[src/rtl/timer_loader.sv]
// Keypad-to-timer loader: debounces a one-hot decimal keypad and shifts each
// accepted digit into the downstream timer with a single active-low strobe.
module timer_loader #(
   parameter int unsigned DEBOUNCE_CYCLES = 4
) (
   input  logic       clk,
   input  logic       clearn,
   input  logic [9:0] keypad,
   input  logic       lock,
   input  logic       cancel,
   output logic [3:0] bcd_output,
   output logic       loadn,
   output logic [1:0] digit_count,
   output logic       full,
   output logic       err
);

   localparam int unsigned KEY_W = 10;
   localparam int unsigned CNT_W = 8;
   localparam int unsigned DIG_W = 4;

   localparam logic [1:0] IDLE         = 2'd0;
   localparam logic [1:0] DEBOUNCE     = 2'd1;
   localparam logic [1:0] LOAD         = 2'd2;
   localparam logic [1:0] WAIT_RELEASE = 2'd3;

   logic [1:0]       state_q, state_d;
   logic [KEY_W-1:0] code_q, code_d;
   logic [CNT_W-1:0] cnt_q, cnt_d;
   logic [DIG_W-1:0] bcd_q, bcd_d;
   logic [DIG_W-1:0] shadow_q, shadow_d;
   logic [1:0]       count_q, count_d;
   logic             loadn_q, loadn_d;
   logic             full_q, full_d;
   logic             err_q, err_d;

   logic             key_valid;
   logic             reject;
   logic [DIG_W-1:0] key_idx;

   // Exactly one key down; zero is a release, several is an invalid chord.
   assign key_valid = (keypad != '0) && ((keypad & (keypad - KEY_W'(1))) == '0);

   // A units digit above 5 cannot be shifted into the mod-6 tens-of-seconds stage.
   assign reject = full_q || ((count_q != 2'd0) && (shadow_q > DIG_W'(5)));

   always_comb begin
      key_idx = '0;
      for (int unsigned i = 0; i < KEY_W; i++) begin
         if (code_q[i]) key_idx = DIG_W'(i);
      end
   end

   always_comb begin
      state_d  = state_q;
      code_d   = code_q;
      cnt_d    = cnt_q;
      bcd_d    = bcd_q;
      shadow_d = shadow_q;
      count_d  = count_q;
      full_d   = full_q;
      loadn_d  = 1'b1;
      err_d    = 1'b0;

      case (state_q)
         IDLE: begin
            if (!lock && key_valid) begin
               code_d  = keypad;
               cnt_d   = '0;
               state_d = DEBOUNCE;
            end
         end
         DEBOUNCE: begin
            if (lock || (keypad != code_q)) begin
               state_d = IDLE;
            end else if (cnt_q == CNT_W'(DEBOUNCE_CYCLES)) begin
               if (reject) begin
                  err_d   = 1'b1;
                  state_d = WAIT_RELEASE;
               end else begin
                  loadn_d = 1'b0;
                  bcd_d   = key_idx;
                  state_d = LOAD;
               end
            end else begin
               cnt_d = cnt_q + CNT_W'(1);
            end
         end
         LOAD: begin
            // LOAD is only entered when not full, so the increment cannot wrap.
            count_d  = count_q + 2'd1;
            full_d   = (count_q == 2'd2);
            shadow_d = bcd_q;
            state_d  = lock ? IDLE : WAIT_RELEASE;
         end
         WAIT_RELEASE: begin
            if (lock || (keypad == '0)) state_d = IDLE;
         end
         default: state_d = IDLE;
      endcase

      // Cancel wins over everything; a strobe already on the wire still finishes.
      if (cancel) begin
         count_d  = '0;
         full_d   = 1'b0;
         shadow_d = '0;
         bcd_d    = bcd_q;
         loadn_d  = 1'b1;
         err_d    = 1'b0;
         state_d  = IDLE;
      end
   end

   always_ff @(posedge clk or negedge clearn) begin
      if (!clearn) begin
         state_q  <= IDLE;
         code_q   <= '0;
         cnt_q    <= '0;
         bcd_q    <= '0;
         shadow_q <= '0;
         count_q  <= '0;
         loadn_q  <= 1'b1;
         full_q   <= 1'b0;
         err_q    <= 1'b0;
      end else begin
         state_q  <= state_d;
         code_q   <= code_d;
         cnt_q    <= cnt_d;
         bcd_q    <= bcd_d;
         shadow_q <= shadow_d;
         count_q  <= count_d;
         loadn_q  <= loadn_d;
         full_q   <= full_d;
         err_q    <= err_d;
      end
   end

   assign bcd_output  = bcd_q;
   assign loadn       = loadn_q;
   assign digit_count = count_q;
   assign full        = full_q;
   assign err         = err_q;

endmodule
[config.mk]
export PLATFORM = sky130hd
export DESIGN_NAME = timer_loader
export DESIGN_NICKNAME = d
export VERILOG_FILES = /design/src/rtl/timer_loader.sv
export SDC_FILE = /design/constraint.sdc
export NUM_CORES = 1
export LEC_CHECK = 0
export ABC_AREA = 1
export CAP_MARGIN = 20
export CORE_AREA = 5 5 68 70
export DETAILED_ROUTE_END_ITERATION = 12
export DIE_AREA = 0 0 73 75
export PLACE_DENSITY = 0.82
export SLEW_MARGIN = 20
export SYNTH_ARGS = -nofsm -noshare
export SYNTH_HDL_FRONTEND = slang
export SYNTH_SLANG_ARGS = --single-unit
[constraint.sdc]
create_clock -name clk -period 2 [get_ports clk]
set_input_delay 0.4 -clock clk [delete_from_list [all_inputs] [get_ports clk]]
set_output_delay 0.4 -clock clk [all_outputs]
set_load 0.005 [all_outputs]
==> results of run 1 <==
## report_power, final
group	leakage (nW)	internal, mW	switching, mW
combinational	0.807	0.108	0.134
clock	0.0645	0.439	0.240
sequential	0.436	0.662	0.0189
total	1.31	1.21	0.393
## metal layers
layer  part of all wire  wire length [µm]  vias to the layer above
met3              0.047               230                        8
li1                   -                 -                     1063
met5                  0                 0                        -
met1               0.44              2120                      969
met2               0.50              2430                       42
met4              0.015                74                        0
## sequential cells by signal, indices dropped and copies added (netlist names)
signal,cells
code_q,10
full,1
cnt_q,8
state_q,2
err,1
digit_count,2
loadn,1
bcd_output,4
shadow_q,3
## worst register-to-register path: stages (launching register included)
cell,delay [ns]
dfrtp_1,0.37
inv_1,0.08
ha_1,0.19
nand3_1,0.08
nor2_1,0.10
a21oi_1,0.52
nand3_4,0.17
nand2_1,0.09
nand2_1,0.06
## metrics by stage
| step | setup WS (ns) | total power [mW] |
|---|---|---|
| 2_1_floorplan | 0.473 | 0.814 |
| 3_3_place_gp | -0.0840 | 0.929 |
| 3_5_place_dp | -0.135 | 0.933 |
| 4_1_cts | 0.149 | 1.61 |
| 5_1_grt | -0.00750 | 1.68 |
| 6_report | 0.123 | 1.60 |
## final cells by class
type                    instances  area [µm²]  share of cell area
well taps                      50        62.6              0.0228
clock buffers                   7        96.3              0.0350
flip-flops and latches         32         802               0.292
clock inverters                 1        30.0              0.0109
repair buffers                 51         468               0.170
inverters                      37         139              0.0505
multi-input cells             225        1150               0.419
## cells by family after synthesis
logic type | synth area share
adders and majority gates | 0.0237
buffers and inverters | 0.0765
and+or+nand+nor | 0.383
AOI/OAI and AO/OA | 0.112
xor gates and xnor gates | 0.0249
DFF | 0.380
## layout by cell type (no fill, tap or decap), types with 4 or more instances in the layout
cell             Yosys  layout
nand4_1              9       9
nand2_1             90      90
inv_1               34      34
o21ai_2              7       7
clkdlybuf4s50_1      0      20
nor2_1              33      31
ha_1                 4       4
nand3_1             20      20
dfrtp_1             31      31
o21ai_1              9       9
clkbuf_8             0       7
nor2_2               3       5
o21ai_0             14      14
xor2_1               4       4
a21oi_1              9       9
buf_4                1      27
## path summary, 6_finish.rpt
kind	start	endpoint	slack (ns)	cells after the start
min reg2reg	bcd_output[0]	bcd_output[0]	0.51	2
max in group asynchronous	clearn	loadn	1.18	2
min in group clk	bcd_output[0]	bcd_output[0]	0.51	2
min	clearn	shadow_q[1]	0.51	2
max	keypad[7]	cnt_q[6]	0.12	11
max reg2reg	cnt_q[0]	cnt_q[6]	0.24	8
==> summary by stage, run 1 <==
Run status
The run finished with clean final reports.

Yosys
The average cell area after synthesis is 7.10 µm². The top cell type by total area after synthesis is dfrtp_1. Of the post-synthesis cell area, the dominant cell type holds 0.368. In the synthesized netlist the async set-or-reset flop fraction comes to 1.00. The count of unique library cells instantiated by Yosys is 32. The library cell with the highest instance count after synthesis is nand2_1. The flip-flop and latch count after synthesis is 32. In the synthesized netlist, the number of instances is 297. For this run, the number of Yosys warnings is 0. After synthesis, the cell types taking the most area are dfrtp_1, nand2_1, inv_1, nor2_1, nand3_1.

The number of flops mapped to enable cells by yosys is 0. For this run, the register share of the synthesized area comes to 0.380. The commonest cells after synthesis are nand2_1, inv_1, nor2_1, dfrtp_1, nand3_1. The predominant post-synthesis flop cell is dfrtp_1. The synthesized netlist net count is 315. The cell area that synthesis handed to floorplanning was 0.00211 mm².

STA
The ratio of final minimum period to clock period is 0.938. The hold violation total from the final report is 0. Hold is met by 0.506 ns. The count of pins over their slew limit is 0.

Across the routed clock network, the largest skew measured is 0.00702 ns. Subtracting the final worst setup slack from the clock period gives 1.88 ns. The final setup violation count is 0.

The total negative slack for setup checks is 0 ns. Based on the critical path, the design can be clocked at up to 0.533 GHz. In this run the tightest slew margin relative to its limit is 0.579. The slew of the pin with the lowest slew margin is 0.632 ns.

Floorplanning
The overall die height is 75 µm. The initial utilization of the core area, before any placement, comes to 0.539. The die area is 0.00548 mm². The horizontal die dimension is 73 µm. The placeable core region is 0.00391 mm².

The site row count is 23. The boundary pin count is 23.

GRT
In the global route stage, met1 resource usage came out at 0.250. The busiest layer in global routing is met2. The met2 routing resource usage after global routing is 0.357.

The global-route wire length before repair is 8730 µm. The number of global-route vias before repair is 1,954. Entering global routing, the biggest net connects 33 pins. The met3 demand-to-capacity share in global routing is 0.0401.

The number of antenna violations at the first check in global routing is 0. The global-route usage over all layers is 0.205. Global routing finished with a remaining overflow of 0.

Setup path
The sum of buffers and inverters on the critical path is 1. In this design, the stage delay of the slowest critical-path cell is 0.51 ns. Data on the critical path arrives at its endpoint at 2.05 ns.

The element type at the critical path start is an input pin. On the critical path the largest part of the delay comes from simple AND/OR/NAND/NOR gates. STA puts the critical path data required time at 2.18 ns. Along the worst path, the maximum fanout reaches 7. Walking the worst path, the cells encountered are clkdlybuf4s50_1 -> nor2_2 -> nand3_1 -> nor2_1 -> nor2_1 -> nor2_4 -> nand3_2 -> nand2_4 -> nand3_4 -> nand2_1 -> nand2_1.

The slowest library cell on the worst path is clkdlybuf4s50_1. By startpoint and endpoint, the worst setup path is classified as in -> reg. STA classifies the critical path endpoint as a flop.

CTS
The TritonCTS clock tree is built. No sink is reached through more buffers than the 2 on the longest clock path. The number of sinks handled by clock tree synthesis is 32. The later pin in the worst-skew pair is clocked with a latency of 0.29 ns. The clock-pin slew reported for the worst setup and hold paths after clock tree synthesis is 0.07 ns. The tree is rooted in a clkbuf_8.

The number of hold buffers added after CTS was 0. The count of instances resized after the clock tree is built is 0. The total clock buffers created by CTS is 5. In this run the post-CTS setup repair buffer count came out at 0.

The depth of the CTS H-tree is 2.

Place
The cell count after placement is 395. Routability-driven placement finished with a final weighted congestion of 0.911. Once placement finished, the instance area stood at 0.00261 mm².

The HPWL after detailed placement is 3760 µm. The number of port buffers is 22.

Layout
The area growth from synthesis to final layout is 30.3%. The end-of-flow core utilization is 0.702. The number of nets at the end of the flow is 370. The fill cell total of the finished layout is 342. In the final layout, the share of cells above drive strength 1 is 0.187. The final instance count without filler cells is 403. The post-route cell area is 0.00275 mm². 0 antenna diodes ended up in the layout.

Route
For this block, the routed nets add up to 4850 µm of wire. The total via count in the routed design is 2,082. The initial detailed-routing violation count is 159. The detail route stage leaves a number of antenna-violating nets equal to 0. Using the TritonRoute via totals, the vias-per-cell ratio works out to 5.17. The pre-antenna-repair detailed-routing pass consisted of 4 iterations. In the final routed layout, each cell accounts on average for 12.0 µm. For this run, design rule violations remaining after detail routing come to 0.

Power
IR analysis of the VDD net gives a maximum drop of 0.441 mV. The power density over the cells is 583 mW/mm². The static leakage is 1.31 nW.

Min path
The path category of the worst min-delay check is in -> async.

Run
The total of max-cap violations is 0.
(Power assumes the default switching activity.)
==> inputs of run 2 (changes only) <==
Settings changed: CTS_CLUSTER_SIZE from default to 8, SLEW_MARGIN 20 to 40.
==> results of run 2 <==
Final layout, timing and power as in run 1 (identical DEF).
==> inputs of run 3 (changes only) <==
Settings changed: SLEW_MARGIN 40 to 20.
==> results of run 3 <==
Final layout, timing and power as in run 1 (identical DEF).
